## src/rtl/pbuf_prog_pkg.sv

```systemverilog
// Shared types and defaults for the pbuf configuration chain sequencer.
// Holds the sequencer state encoding and bit-timing helpers.
package pbuf_prog_pkg;

  typedef enum logic [2:0] {
    IDLE,
    SETUP,
    PH0,
    GAP0,
    PH1,
    GAP1,
    DONE
  } state_t;

  localparam int CHAIN_LEN_DEF = 6;
  localparam int SETUP_CYC_DEF = 1;
  localparam int PULSE_CYC_DEF = 1;
  localparam int GAP_CYC_DEF   = 1;

  // Clock cycles needed to move one bit through the chain.
  function automatic int t_bit(input int s, input int p, input int g);
    return s + 2 * p + 2 * g;
  endfunction

endpackage

```

## src/rtl/pbuf_phase_gen.sv

```systemverilog
// One-bit shift timing: SETUP, PH0, GAP0, PH1, GAP1.
// Emits the two non-overlapping phase clocks plus sample/done strobes.
module pbuf_phase_gen
  import pbuf_prog_pkg::*;
#(
  parameter int SETUP_CYC = SETUP_CYC_DEF,
  parameter int PULSE_CYC = PULSE_CYC_DEF,
  parameter int GAP_CYC   = GAP_CYC_DEF
) (
  input  logic clk,
  input  logic rst,
  input  logic start,
  output logic prog_clk0,
  output logic prog_clk1,
  output logic sample_stb,
  output logic bit_done
);

  localparam int MAX_SP = (SETUP_CYC > PULSE_CYC) ? SETUP_CYC : PULSE_CYC;
  localparam int MAXC   = (MAX_SP > GAP_CYC) ? MAX_SP : GAP_CYC;
  localparam int CW     = $clog2(MAXC + 1);

  state_t          st_q, st_d;
  logic [CW-1:0]   cnt_q, cnt_d;
  logic [CW-1:0]   lim;
  logic            last;
  logic            clk0_q, clk0_d;
  logic            clk1_q, clk1_d;

  // Dwell length of the current phase, minus one.
  always_comb begin
    lim = '0;
    unique case (st_q)
      SETUP:    lim = CW'(SETUP_CYC - 1);
      PH0, PH1: lim = CW'(PULSE_CYC - 1);
      GAP0,
      GAP1:     lim = CW'(GAP_CYC - 1);
      default:  lim = '0;
    endcase
  end

  assign last       = (cnt_q == lim);
  assign sample_stb = (st_q == SETUP) && last;
  assign bit_done   = (st_q == GAP1) && last;

  // Phase sequencing; GAP1 chains straight into the next bit on start.
  always_comb begin
    st_d = st_q;
    unique case (st_q)
      IDLE:    if (start) st_d = SETUP;
      SETUP:   if (last)  st_d = PH0;
      PH0:     if (last)  st_d = GAP0;
      GAP0:    if (last)  st_d = PH1;
      PH1:     if (last)  st_d = GAP1;
      GAP1:    if (last)  st_d = start ? SETUP : IDLE;
      default: st_d = IDLE;
    endcase
  end

  // Dwell counter restarts on every phase change.
  always_comb begin
    cnt_d = last ? '0 : cnt_q + 1'b1;
  end

  // Phase clocks registered from the next state so they never glitch.
  always_comb begin
    clk0_d = (st_d == PH0);
    clk1_d = (st_d == PH1);
  end

  // State, counter and phase clock registers.
  always_ff @(posedge clk) begin
    if (rst) begin
      st_q   <= IDLE;
      cnt_q  <= '0;
      clk0_q <= 1'b0;
      clk1_q <= 1'b0;
    end else begin
      st_q   <= st_d;
      cnt_q  <= cnt_d;
      clk0_q <= clk0_d;
      clk1_q <= clk1_d;
    end
  end

  assign prog_clk0 = clk0_q;
  assign prog_clk1 = clk1_q;

endmodule

```

## src/rtl/pbuf_chain_prog.sv

```systemverilog
// Serialises a config word MSB-first into a two-phase pbuf shift chain,
// capturing readback and optionally re-shifting to verify the chain.
module pbuf_chain_prog
  import pbuf_prog_pkg::*;
#(
  parameter int CHAIN_LEN = CHAIN_LEN_DEF,
  parameter int SETUP_CYC = SETUP_CYC_DEF,
  parameter int PULSE_CYC = PULSE_CYC_DEF,
  parameter int GAP_CYC   = GAP_CYC_DEF
) (
  input  logic                 clk,
  input  logic                 rst,
  input  logic [CHAIN_LEN-1:0] cfg_data,
  input  logic                 cfg_verify,
  input  logic                 cfg_valid,
  output logic                 cfg_ready,
  output logic                 busy,
  output logic                 done,
  output logic                 err,
  output logic [CHAIN_LEN-1:0] rb_data,
  output logic                 prog_in,
  output logic                 prog_clk0,
  output logic                 prog_clk1,
  input  logic                 prog_out
);

  localparam int IW = (CHAIN_LEN > 1) ? $clog2(CHAIN_LEN) : 1;
  localparam logic [IW-1:0] IDX_TOP = IW'(CHAIN_LEN - 1);

  // Top tracks IDLE / SETUP (shift in progress) / DONE; phases live below.
  state_t               st_q, st_d;
  logic [CHAIN_LEN-1:0] word_q, word_d;
  logic [CHAIN_LEN-1:0] rbs_q, rbs_d;
  logic [CHAIN_LEN-1:0] rb_q, rb_d;
  logic [IW-1:0]        idx_q, idx_d;
  logic                 pass_q, pass_d;
  logic                 vfy_q, vfy_d;
  logic                 err_q, err_d;
  logic                 pin_q, pin_d;
  logic                 rdy_q, rdy_d;
  logic                 busy_q, busy_d;
  logic                 done_q, done_d;
  logic                 accept, start, last_bit, reshift;
  logic                 sample_stb, bit_done;

  assign accept   = cfg_valid && rdy_q;
  assign last_bit = (idx_q == '0);
  assign reshift  = bit_done && last_bit && !pass_q && vfy_q;
  assign start    = accept || (bit_done && (!last_bit || reshift));

  pbuf_phase_gen #(
    .SETUP_CYC (SETUP_CYC),
    .PULSE_CYC (PULSE_CYC),
    .GAP_CYC   (GAP_CYC)
  ) u_phase (
    .clk        (clk),
    .rst        (rst),
    .start      (start),
    .prog_clk0  (prog_clk0),
    .prog_clk1  (prog_clk1),
    .sample_stb (sample_stb),
    .bit_done   (bit_done)
  );

  // Sequencer state register.
  always_ff @(posedge clk) begin
    if (rst) st_q <= IDLE;
    else     st_q <= st_d;
  end

  // Next-state: run until the final pass ends, then one DONE cycle.
  always_comb begin
    st_d = st_q;
    unique case (st_q)
      IDLE:    if (accept) st_d = SETUP;
      SETUP:   if (bit_done && last_bit && !reshift) st_d = DONE;
      DONE:    st_d = IDLE;
      default: st_d = IDLE;
    endcase
  end

  // Handshake outputs registered from the next state.
  always_comb begin
    rdy_d  = (st_d == IDLE);
    busy_d = (st_d != IDLE);
    done_d = (st_d == DONE);
  end

  // Word latch, bit index, readback capture and verify compare.
  always_comb begin
    word_d = word_q;
    vfy_d  = vfy_q;
    idx_d  = idx_q;
    pass_d = pass_q;
    err_d  = err_q;
    rbs_d  = rbs_q;
    rb_d   = rb_q;
    pin_d  = pin_q;
    if (accept) begin
      word_d = cfg_data;
      vfy_d  = cfg_verify;
      err_d  = 1'b0;
      idx_d  = IDX_TOP;
      pass_d = 1'b0;
      pin_d  = cfg_data[CHAIN_LEN-1];
    end
    if (sample_stb) begin
      rbs_d    = rbs_q << 1;
      rbs_d[0] = prog_out;
    end
    if (bit_done) begin
      if (!last_bit) begin
        idx_d = idx_q - 1'b1;
        pin_d = word_q[idx_d];
      end else if (reshift) begin
        rb_d   = rbs_q;
        pass_d = 1'b1;
        idx_d  = IDX_TOP;
        pin_d  = word_q[CHAIN_LEN-1];
      end else begin
        rb_d = rbs_q;
        if (vfy_q) err_d = (rbs_q != word_q);
      end
    end
  end

  // Datapath and output registers.
  always_ff @(posedge clk) begin
    if (rst) begin
      word_q <= '0;
      vfy_q  <= 1'b0;
      idx_q  <= '0;
      pass_q <= 1'b0;
      err_q  <= 1'b0;
      rbs_q  <= '0;
      rb_q   <= '0;
      pin_q  <= 1'b0;
      rdy_q  <= 1'b1;
      busy_q <= 1'b0;
      done_q <= 1'b0;
    end else begin
      word_q <= word_d;
      vfy_q  <= vfy_d;
      idx_q  <= idx_d;
      pass_q <= pass_d;
      err_q  <= err_d;
      rbs_q  <= rbs_d;
      rb_q   <= rb_d;
      pin_q  <= pin_d;
      rdy_q  <= rdy_d;
      busy_q <= busy_d;
      done_q <= done_d;
    end
  end

  assign cfg_ready = rdy_q;
  assign busy      = busy_q;
  assign done      = done_q;
  assign err       = err_q;
  assign rb_data   = rb_q;
  assign prog_in   = pin_q;

endmodule

```

## config.mk

```make
export PLATFORM = sky130hd
export DESIGN_NAME = pbuf_chain_prog
export DESIGN_NICKNAME = d
export VERILOG_FILES = /design/src/rtl/pbuf_prog_pkg.sv /design/src/rtl/pbuf_phase_gen.sv /design/src/rtl/pbuf_chain_prog.sv
export SDC_FILE = /design/constraint.sdc
export NUM_CORES = 1
export LEC_CHECK = 0
export ABC_AREA = 1
export ABC_CLOCK_PERIOD_IN_PS = 1850
export BUFFER_PORTS_ARGS = -buffer_cell sky130_fd_sc_hd__buf_4
export CORE_MARGIN = 4
export CORE_UTILIZATION = 32
export CTS_CLUSTER_SIZE = 24
export DETAILED_ROUTE_END_ITERATION = 10
export GPL_ROUTABILITY_DRIVEN = 0
export PLACE_DENSITY = 0.59
export SLEW_MARGIN = 20
export SYNTH_ARGS = -nofsm -noshare
export SYNTH_HDL_FRONTEND = slang
export SYNTH_SLANG_ARGS = --single-unit
```

## constraint.sdc

```tcl
create_clock -name clk -period 1.85 [get_ports clk]
set_input_delay 0 -clock clk [delete_from_list [all_inputs] [get_ports clk]]
set_output_delay 0 -clock clk [all_outputs]
set_load 0.02 [all_outputs]
```

; Yosys cells after proc, flatten, opt, wreduce, memory -nomap -nowiden
; Cells that the tools add are included.
[word_totals]
regBits = 37
in_bits = 11
output_inout_bits = 13
word_cells = 80
[op_classes]
addsub = 2
n_lt_le_gt_ge = 1
eq_ne = 10
mux = 30
bitwise_logic = 1
reduce_logical = 20
[ops]
columns = op, n
row1 = two-way mux 3 bit, 12
row2 = one-hot mux 3 bit (6 select lines), 1
row3 = two-way mux 1 bit, 15
row4 = "== test 3 bit, second input constant", 4
row5 = zero test 3 bit, 4
row6 = "== test 3 x 2 -> 1 bit, second input constant", 3
row7 = logical AND 1 bit, 8
row8 = "== test 3 x 1 -> 1 bit, second input constant", 2
row9 = != test 6 bit, 1
row10 = one-hot mux 3 bit (2 select lines), 1
row11 = "less-than comparator 3 x 4 -> 1 bit, second input constant", 1
row12 = binary-select mux 1 bit (select 3 bit), 1
row13 = zero test 1 bit, 3
row14 = nonzero test 3 bit, 1
row15 = "subtractor 3 x 1 -> 3 bit, second input constant", 1
row16 = logical OR 1 bit, 2
row17 = AND reduction 2 bit, 1
row18 = OR reduction 2 bit, 1
row19 = "adder 1 bit, second input constant", 1
row20 = inverter 1 bit, 1

; Logic depth before layout (Yosys ltp)
; Gate-level depths: netlist of the first run.
[depth]
word_depth = 12
ltp_mapped = 11
depth_no_buf = 11

; Cells and area by module
; From an unflattened synthesis of the first run, not the netlist that was laid out.
[hier_totals]
hier_cells = 222
area_unflattened_um2 = 1624.1
[modules_own_cells]
columns = module, instances, cells_per_inst, area_per_inst_um2, seq_area_each_um2
row1 = pbuf_chain_prog, 1, 173, 1288.7, 620.6
row2 = pbuf_phase_gen, 1, 49, 335.3, 120.1

; Worst setup path before layout of the first run
; Ideal clock, no wire load.
[synth_path]
path_type = reg-to-reg
startpoint = reg idx_q[0]
endpoint = reg u_phase.st_q[0]
setup_time_ps = 62
arrival_ps = 1343
t_required_ps = 1788
slack_ps = 445
stages_incl_launch_ff = 12
period_less_slack_ps = 1405
path_cell_list = dfxtp_1 -> inv_1 -> ha_1 -> nand2_2 -> inv_2 -> o21ai_1 -> nand2_4 -> nand2_2 -> o21ai_2 -> nand2_2 -> nand2_1 -> nor2_2
[synth_via]
elab_chain_len = 10
elab_cells_between_ends = 12
classes_between = mux (4) / reduce/logical (8)
[synth_rtl]
columns = item, line_no
row1 = "start, declared", pbuf_chain_prog.sv:35  ; logic [IW-1:0] idx_q, idx_d;
row2 = "start signal, assigned", pbuf_chain_prog.sv:144  ; idx_q <= idx_d;
row3 = zero test 3 bit *, pbuf_chain_prog.sv:47  ; assign last_bit = (idx_q == '0);
row4 = logical AND 1 bit (3 in a row), pbuf_chain_prog.sv:48  ; assign reshift = bit_done && last_bit && !pass_q && vfy_q;
row5 = logical OR 1 bit *, pbuf_chain_prog.sv:49  ; assign start = accept || (bit_done && (!last_bit || reshift));
row6 = logical AND 1 bit *, pbuf_chain_prog.sv:49
row7 = logical OR 1 bit *, pbuf_chain_prog.sv:49
row8 = two-way mux 1 bit, pbuf_phase_gen.sv:55  ; GAP1: if (last) st_d = start ? SETUP : IDLE;
row9 = two-way mux 3 bit, pbuf_phase_gen.sv:55
row10 = one-hot mux 3 bit (6 select lines) *, pbuf_phase_gen.sv:49  ; unique case (st_q)
row11 = "end signal, assigned", pbuf_phase_gen.sv:79  ; st_q <= st_d;
row12 = "end, declared", pbuf_phase_gen.sv:23  ; state_t st_q, st_d;
; Mark *: on every way between the ends. The rest lies on a longest branch, timed or not.
; A chain may end at the register's enable or synchronous reset.

; Worst setup path after layout of the first run
[layout_path]
startpoint = reg idx_q[0]
endpoint = reg u_phase.clk0_q, in the netlist u_phase.prog_clk0
[layout_via]
elab_chain_len = 11
elab_cells_between_ends = 13
classes_between = eq/ne (1) / mux (4) / reduce/logical (8)
[layout_rtl]
columns = item, line_no
row1 = zero test 3 bit *, pbuf_chain_prog.sv:47
row2 = logical AND 1 bit (3 in a row), pbuf_chain_prog.sv:48
row3 = logical OR 1 bit *, pbuf_chain_prog.sv:49
row4 = logical AND 1 bit *, pbuf_chain_prog.sv:49
row5 = logical OR 1 bit *, pbuf_chain_prog.sv:49
row6 = two-way mux 1 bit, pbuf_phase_gen.sv:55
row7 = two-way mux 3 bit, pbuf_phase_gen.sv:55
row8 = one-hot mux 3 bit (6 select lines) *, pbuf_phase_gen.sv:49
row9 = == test 3 x 2 -> 1 bit *, pbuf_phase_gen.sv:67  ; clk0_d = (st_d == PH0);
row10 = "end signal, assigned", pbuf_phase_gen.sv:81  ; clk0_q <= clk0_d;
row11 = "end, declared", pbuf_phase_gen.sv:27  ; logic clk0_q, clk0_d;
; Marks and branches as above.

==> results of run 1 <==
-- power by group --
part | internal (W) | leakage, nW | switching, W
Sequential | 0.000851 | 0.303 | 0.0000440
Clock | 0.000295 | 0.0443 | 0.000270
Combinational | 0.000118 | 0.577 | 0.000180
Total | 0.00126 | 0.924 | 0.000495
-- per-layer routing --
metal  vias to the layer above  share of wire [%]  global-route usage [%]
met2                        22                 44                    17.5
li1                        743                  -                       -
met1                       606                 50                    15.3
met4                         0                2.0                    6.59
met5                         -                  0                       0
met3                         5                3.6                    2.37
-- area by class of cell --
cell class	count	area share, %
Multi-Input combinational cell	136	36.4
Timing Repair Buffer	30	11.9
Sequential cell	37	36.6
Inverter	35	6.73
Tap cell	67	4.14
Clock buffer	7	4.26
-- worst paths after layout --
| path | to | slack (ns) | cells after the start |
|---|---|---|---|
| max reg2reg | u_phase.prog_clk0 | 0.28 | 10 |
| min | word_q[3] | 0.001 | 3 |
| min reg2reg | idx_q[1] | 0.48 | 2 |
| max | u_phase.prog_clk0 | 0.28 | 10 |
-- flip-flops by register name, indices dropped and copies added, names as in the netlist --
signal and cells:
rb_data 6, rbs_q 6, word_q 6, idx_q 3, st_q 3, u_phase.st_q 3, busy 1, cfg_ready 1
done 1, err 1, pass_q 1, prog_in 1, u_phase.cnt_q 1, u_phase.prog_clk0 1, u_phase.prog_clk1 1, vfy_q 1
-- Yosys cell counts (3+ instances only) --
library cell	n
sky130_fd_sc_hd__a21oi_1	23
sky130_fd_sc_hd__a21oi_2	4
sky130_fd_sc_hd__dfxtp_1	37
sky130_fd_sc_hd__inv_1	31
sky130_fd_sc_hd__inv_2	3
sky130_fd_sc_hd__nand2_1	36
sky130_fd_sc_hd__nand2_2	6
sky130_fd_sc_hd__nand3_1	9
sky130_fd_sc_hd__nand4_1	3
sky130_fd_sc_hd__nor2_1	13
sky130_fd_sc_hd__o21ai_0	20
sky130_fd_sc_hd__o21ai_2	4
sky130_fd_sc_hd__xor2_1	3
-- through the flow --
stage	util, %	hold slack [ns]
2_1_floorplan	-	0.145
3_3_place_gp	38.5	0.259
3_5_place_dp	38.5	0.273
4_1_cts	41.5	0.00216
5_1_grt	41.5	0.0303
6_report	41.5	0.00115
-- worst min-delay path, stage by stage --
cell and delay, ns:
sky130_fd_sc_hd__buf_4 0.08, sky130_fd_sc_hd__o21ai_0 0.07, sky130_fd_sc_hd__a21oi_1 0.10
-- kinds of logic after synthesis --
family	after synthesis	synth area share [%]
buffers and inverters	41	10.8
AOI/OAI and AO/OA	55	18.8
and+or+nand+nor	75	22.4
other	1	0.226
xor gates and xnor gates	3	1.59
DFF	37	44.7
adders and majority gates	2	1.51
==> impl_metrics.env, run 1 <==
export IMPL_route_antenna_remaining_nets=0
export IMPL_finalSetupViolations=0
export IMPL_pwr_dens_nw_per_um2=868
export IMPL_crit_path_top_delay_cell="sky130_fd_sc_hd__dfxtp_1"
export IMPL_cts_root_buffer_cell="sky130_fd_sc_hd__clkbuf_8"
export IMPL_series_of_cell_instances_along_the_critical_path="inv_1 -> ha_1 -> nand2_2 -> inv_2 -> o21ai_1 -> nand2_4 -> nand2_2 -> o21ai_2 -> nand2_2 -> a21oi_1"
export IMPL_core_area_um2=4880
export IMPL_number_of_antenna_violations_at_the_first_check_in_global_routing=0
export IMPL_postLayoutSetupSlackWorst_ns=0.277
export IMPL_drt_pre_antenna_iters=4
export IMPL_worst_hold_startpoint="cfg_data[3]"
export IMPL_post_drt_via_cell_ratio=4.41
export IMPL_critical_path_arrival_ns=1.75
export IMPL_clock_skew_ns=0.00511
export IMPL_grt_start_max_net_pins=22
export IMPL_total_leakage_power_nw=0.924
export IMPL_synth_seq_area_share_pct=44.7
export IMPL_grt_usage_pct=11.6
export IMPL_vias=1376
export IMPL_critical_path_n_buffers_inverters=2
export IMPL_tightest_slew_ns=0.638
export IMPL_grt_overflow_total=0
export IMPL_criticalPathCategory="register to register"
export IMPL_cts_resized=0
export IMPL_synth_cells=214
export IMPL_floorplan_initialDensity_pct=34.0
export IMPL_first_iter_violations=46
export IMPL_cts_htree_levels=2
export IMPL_post_layout_nonfiller_instances=312
export IMPL_final_max_slew_viol_count=0
export IMPL_layout_commonest_cell="sky130_fd_sc_hd__dfxtp_1"
export IMPL_postSynthRegisterBits=37
export IMPL_clk_pin_slew_worst_paths_ns=0.07
export IMPL_fmax_ghz=0.636
export IMPL_yosys_area_top_type_share_pct=44.7
export IMPL_post_route_period_util_pct=85.0
export IMPL_async_reset_ff_share_pct=0
export IMPL_filler_instances=534
export IMPL_die_height_um=80.0
export IMPL_final_hold_viol_count=0
export IMPL_finalPower_w=0.00176
export IMPL_multi_input_combinational_cell_area_um2=738
export IMPL_postLayoutCellArea_um2=2030
export IMPL_hold_buffers=6
export IMPL_design_die_area_um2=6400
export IMPL_synth_cell_type_count=30
export IMPL_clk_insertion_delay_late_ns=0.29
export IMPL_floorplan_rows=25
export IMPL_finalWorstPathRequiredPeriod_ns=1.57
export IMPL_cts_path_max_buffers=2
export IMPL_drcViolationCount=0
export IMPL_numPortBuffers=23
export IMPL_max_slew_margin_rel_pct=57.4
export IMPL_placed_cell_area_um2=1880
export IMPL_cts_setup_buffers=0
export IMPL_antenna_cells=0
export IMPL_synth_edff_count=0
export IMPL_avgSynthCellArea_um2=7.75
export IMPL_cpPeakStageDelay_ns=0.41
export IMPL_drive_above_1_share_pct=22.0
export IMPL_rsz0062_at_grt="false"
export IMPL_pin_count=24
export IMPL_nets=258
export IMPL_run_status="completed"
export IMPL_dpl_cell_count=299
export IMPL_numCtsBuffers=5
export IMPL_synthToLayoutAreaGrowth_pct=22.2
export IMPL_final_seq_area_um2=741
export IMPL_worst_hold_path_type="primary input to register"
export IMPL_highest_count_cells_in_the_layout_ignoring_fill_and_taps="sky130_fd_sc_hd__dfxtp_1, sky130_fd_sc_hd__nand2_1, sky130_fd_sc_hd__inv_1, sky130_fd_sc_hd__buf_4, sky130_fd_sc_hd__a21oi_1"
export IMPL_netlist_top_cell_by_area="sky130_fd_sc_hd__dfxtp_1"
export IMPL_synth_nets=227
export IMPL_peak_ir_drop_on_the_vdd_network_v=0.000311
export IMPL_maxCapViolations=0
export IMPL_critical_path_most_common_cell="sky130_fd_sc_hd__nand2_2"
export IMPL_cp_data_required_time_ns=2.02
export IMPL_first_global_vias=1328
export IMPL_detailed_place_hpwl_um=2410
export IMPL_die_x_um=80.0
export IMPL_start_kind="register"
export IMPL_finalWirelength_um=3350
export IMPL_crit_start="idx_q[0]"
export IMPL_r2r_start="idx_q[0]"
export IMPL_path_delay_family="flip-flops"
export IMPL_cp_end_kind="register"
export IMPL_yosys_most_used_dff="sky130_fd_sc_hd__dfxtp_1"
export IMPL_synth_area_um2=1660
export IMPL_tritoncts="yes"
export IMPL_grt_first_pass_wirelength_um=5840
export IMPL_clock_sink_count=37
export IMPL_critPathMaxFanout=6
export IMPL_drt_wirelength_per_cell_um=10.7
export IMPL_fin_setup_tns_ns=0
export IMPL_netlist_top_cells_area="sky130_fd_sc_hd__dfxtp_1, sky130_fd_sc_hd__nand2_1, sky130_fd_sc_hd__inv_1"
export IMPL_place_worst_setup_slack_ns=0.265
export IMPL_synth_warning_count=0
Power figures use the tool's default switching activity.
==> run 2: changes to the inputs <==
--- a/config.mk
+++ b/config.mk
@@ -5,7 +5,6 @@
 export SDC_FILE = /design/constraint.sdc
 export NUM_CORES = 1
 export LEC_CHECK = 0
-export ABC_AREA = 1
 export ABC_CLOCK_PERIOD_IN_PS = 1850
 export BUFFER_PORTS_ARGS = -buffer_cell sky130_fd_sc_hd__buf_4
 export CORE_MARGIN = 4
==> run 2 against run 1 <==
Clock-buffer cell count is 1 higher. Worst setup slack worse by 0.14 ns. First-iteration DRC count is 91% higher. Wire length is 6.2% higher. Combinational power is 35% lower. Synthesized cell count is 14% lower. Area after synthesis is 0.30% lower. Final cell count is 9.3% lower. Fmax is 8.2% lower.
==> impl_metrics.env, run 2 <==
export IMPL_numPortBuffers=23
export IMPL_critical_path_arrival_ns=1.94
export IMPL_pwr_dens_nw_per_um2=779
export IMPL_grt_usage_pct=12.0
export IMPL_setup_reg_to_reg_worst_slack_ns=0.14
export IMPL_synth_warning_count=0
export IMPL_core_area_um2=4850
export IMPL_final_max_slew_viol_count=0
export IMPL_async_reset_ff_share_pct=0
export IMPL_drt_pre_antenna_iters=4
export IMPL_criticalPathCategory="register to register"
export IMPL_yosys_area_top_type_share_pct=44.8
export IMPL_cts_path_max_buffers=2
export IMPL_peak_ir_drop_on_the_vdd_network_v=0.000474
export IMPL_avgSynthCellArea_um2=9.03
export IMPL_floorplan_initialDensity_pct=34.1
export IMPL_crit_path_top_delay_cell="sky130_fd_sc_hd__dfxtp_1"
export IMPL_synth_seq_area_share_pct=44.8
export IMPL_clock_sink_count=37
export IMPL_drive_above_1_share_pct=19.9
export IMPL_r2r_start="idx_q[0]"
export IMPL_finalWorstPathRequiredPeriod_ns=1.71
export IMPL_drt_wirelength_per_cell_um=12.6
export IMPL_vias=1363
export IMPL_layout_commonest_cell="sky130_fd_sc_hd__dfxtp_1"
export IMPL_route_antenna_remaining_nets=0
export IMPL_synth_cells=183
export IMPL_first_global_vias=1241
export IMPL_drcViolationCount=0
export IMPL_post_layout_nonfiller_instances=283
export IMPL_synth_area_um2=1650
export IMPL_rsz0062_at_grt="false"
export IMPL_clk_pin_slew_worst_paths_ns=0.07
export IMPL_synth_top_cells_by_count="sky130_fd_sc_hd__dfxtp_1, sky130_fd_sc_hd__nand2_1, sky130_fd_sc_hd__a21oi_1"
export IMPL_series_of_cell_instances_along_the_critical_path="inv_1 -> ha_1 -> nor2b_2 -> a21oi_2 -> buf_4 -> or3_1 -> a21oi_1"
export IMPL_first_iter_violations=88
export IMPL_cts_setup_buffers=0
export IMPL_grt_first_pass_wirelength_um=5990
export IMPL_floorplan_rows=25
export IMPL_ff2ff_path_depth=7
export IMPL_design_die_area_um2=6380
export IMPL_die_x_um=79.9
export IMPL_synth_nets=196
export IMPL_cts_htree_levels=2
export IMPL_antenna_cells=0
export IMPL_run_status="completed"
export IMPL_filler_instances=511
export IMPL_cp_end_kind="register"
export IMPL_postSynthRegisterBits=37
export IMPL_final_seq_area_um2=741
export IMPL_multi_input_combinational_cell_area_um2=832
export IMPL_clk_insertion_delay_late_ns=0.29
export IMPL_grt_overflow_total=0
export IMPL_numCtsBuffers=5
export IMPL_cp_data_required_time_ns=2.08
export IMPL_finalWirelength_um=3550
export IMPL_fin_setup_tns_ns=0
export IMPL_pin_count=24
export IMPL_critPathMaxFanout=5
export IMPL_total_leakage_power_nw=0.762
export IMPL_detailed_place_hpwl_um=2460
export IMPL_post_drt_via_cell_ratio=4.82
export IMPL_synthToLayoutAreaGrowth_pct=23.2
export IMPL_finalSetupViolations=0
export IMPL_synth_edff_count=0
export IMPL_fmax_ghz=0.584
export IMPL_cts_root_buffer_cell="sky130_fd_sc_hd__clkbuf_8"
export IMPL_netlist_top_cells_area="sky130_fd_sc_hd__dfxtp_1, sky130_fd_sc_hd__nand2_1, sky130_fd_sc_hd__a21oi_1"
export IMPL_highest_count_cells_in_the_layout_ignoring_fill_and_taps="sky130_fd_sc_hd__dfxtp_1, sky130_fd_sc_hd__nand2_1, sky130_fd_sc_hd__buf_4, sky130_fd_sc_hd__a21oi_1, sky130_fd_sc_hd__nor2_1"
export IMPL_post_route_period_util_pct=92.6
export IMPL_critical_path_n_buffers_inverters=2
export IMPL_rr_endpoint="idx_q[1]"
export IMPL_die_height_um=79.9
export IMPL_worst_hold_startpoint="rst"
export IMPL_synth_cell_type_count=43
export IMPL_number_of_antenna_violations_at_the_first_check_in_global_routing=0
export IMPL_worst_hold_path_num_cells=2
export IMPL_nets=228
export IMPL_path_delay_family="simple AND/OR/NAND/NOR gates"
export IMPL_maxCapViolations=0
export IMPL_start_kind="register"
export IMPL_worstHoldEndpoint="pass_q"
export IMPL_netlist_top_cell_by_area="sky130_fd_sc_hd__dfxtp_1"
export IMPL_tritoncts="yes"
export IMPL_cpPeakStageDelay_ns=0.32
export IMPL_most_numerous_cell_in_the_yosys_netlist="sky130_fd_sc_hd__dfxtp_1"
export IMPL_yosys_most_used_dff="sky130_fd_sc_hd__dfxtp_1"
export IMPL_final_hold_viol_count=0
export IMPL_grt_start_max_net_pins=32
export IMPL_clock_skew_ns=0.00502
export IMPL_dpl_cell_count=268
export IMPL_worst_hold_path_type="primary input to register"
## run 2: cell types whose count changed in the layout (fill, tap and decap cells not counted), moves of 5 or more
| cell | previous run | this run |
|---|---|---|
| sky130_fd_sc_hd__nand2_2 | 6 | 0 |
| sky130_fd_sc_hd__nor3_1 | 2 | 9 |
| sky130_fd_sc_hd__xnor2_1 | 0 | 6 |
| sky130_fd_sc_hd__nand3_1 | 9 | 3 |
| sky130_fd_sc_hd__o21ai_0 | 20 | 1 |
| sky130_fd_sc_hd__inv_1 | 31 | 5 |
| sky130_fd_sc_hd__or3_1 | 0 | 5 |
| sky130_fd_sc_hd__mux2i_1 | 0 | 9 |
## run 2: repair_timing
item                                    in CTS  in global routing
resized for setup                            0                  1
endpoints found under the setup margin       0                  5
hold endpoints to repair                     7                  0
hold buffers                                 7                  0
## run 2: final cells by class
type	count	share of cell area (%)
Multi-Input combinational cell	131	40.9
Sequential cell	37	36.4
Inverter	5	0.922
Timing Repair Buffer	35	13.8
Tap cell	67	4.12
Clock buffer	8	3.93
## run 2: logic make-up after synthesis
logic type                 Yosys count  share of synthesized area (%)
and+or+nand+nor                     76                           24.9
DFF                                 37                           44.8
AOI/OAI and AO/OA                   34                           13.1
buffers and inverters               15                           4.92
muxes                               11                           6.81
xor gates and xnor gates             7                           3.71
adders and majority gates            2                           1.51
other                                1                          0.227
## run 2: worst register-to-register path: cells and delay by family, from the launching register on
| kind | cells | cell delay [ns] |
|---|---|---|
| compound gates | 2 | 0.23 |
| buf+inv | 2 | 0.28 |
| simple gates | 2 | 0.61 |
| fa+ha+maj | 1 | 0.21 |
| flops | 1 | 0.32 |
## run 2: worst max path at each step
stage | from | endpoint | slack, ns | cells past startpoint
2_1_floorplan | idx_q[0] | prog_in | 0.13 | 7
3_3_place_gp | idx_q[0] | idx_q[1] | 0.21 | 7
3_5_place_dp | idx_q[0] | idx_q[1] | 0.16 | 7
4_1_cts | idx_q[0] | idx_q[1] | 0.14 | 7
5_1_grt | idx_q[0] | idx_q[1] | 0.04 | 7
6_report | idx_q[0] | idx_q[1] | 0.14 | 7
## run 2: per-layer routing
metal | global-route usage, % | share of wire [%]
met5 | 0 | 0
met4 | 4.56 | 1.6
met3 | 3.50 | 3.3
met2 | 18.5 | 46
met1 | 15.8 | 49
## run 2: per-stage QoR
step / util (%) / cell area, µm² / worst slack [ns] / hold slack [ns] / total power, W
after detailed placement: 38.9 / 1880 / 0.161 / 0.247 / 0.00106
after global routing: 42.0 / 2040 / 0.0384 / 0.0985 / 0.00166
after CTS: 42.0 / 2030 / 0.140 / 0.0860 / 0.00161
final: 42.0 / 2040 / 0.137 / 0.0851 / 0.00159
after floorplan: - / 1650 / 0.126 / 0.136 / 0.00100
after global placement: 38.9 / 1880 / 0.210 / 0.240 / 0.00105
## run 2: report_power, final
group	internal, W	total (W)	switching [W]
clock	0.000268	0.000538	0.000270
sequential	0.000824	0.000856	0.0000314
combinational	0.0000930	0.000193	0.0000998
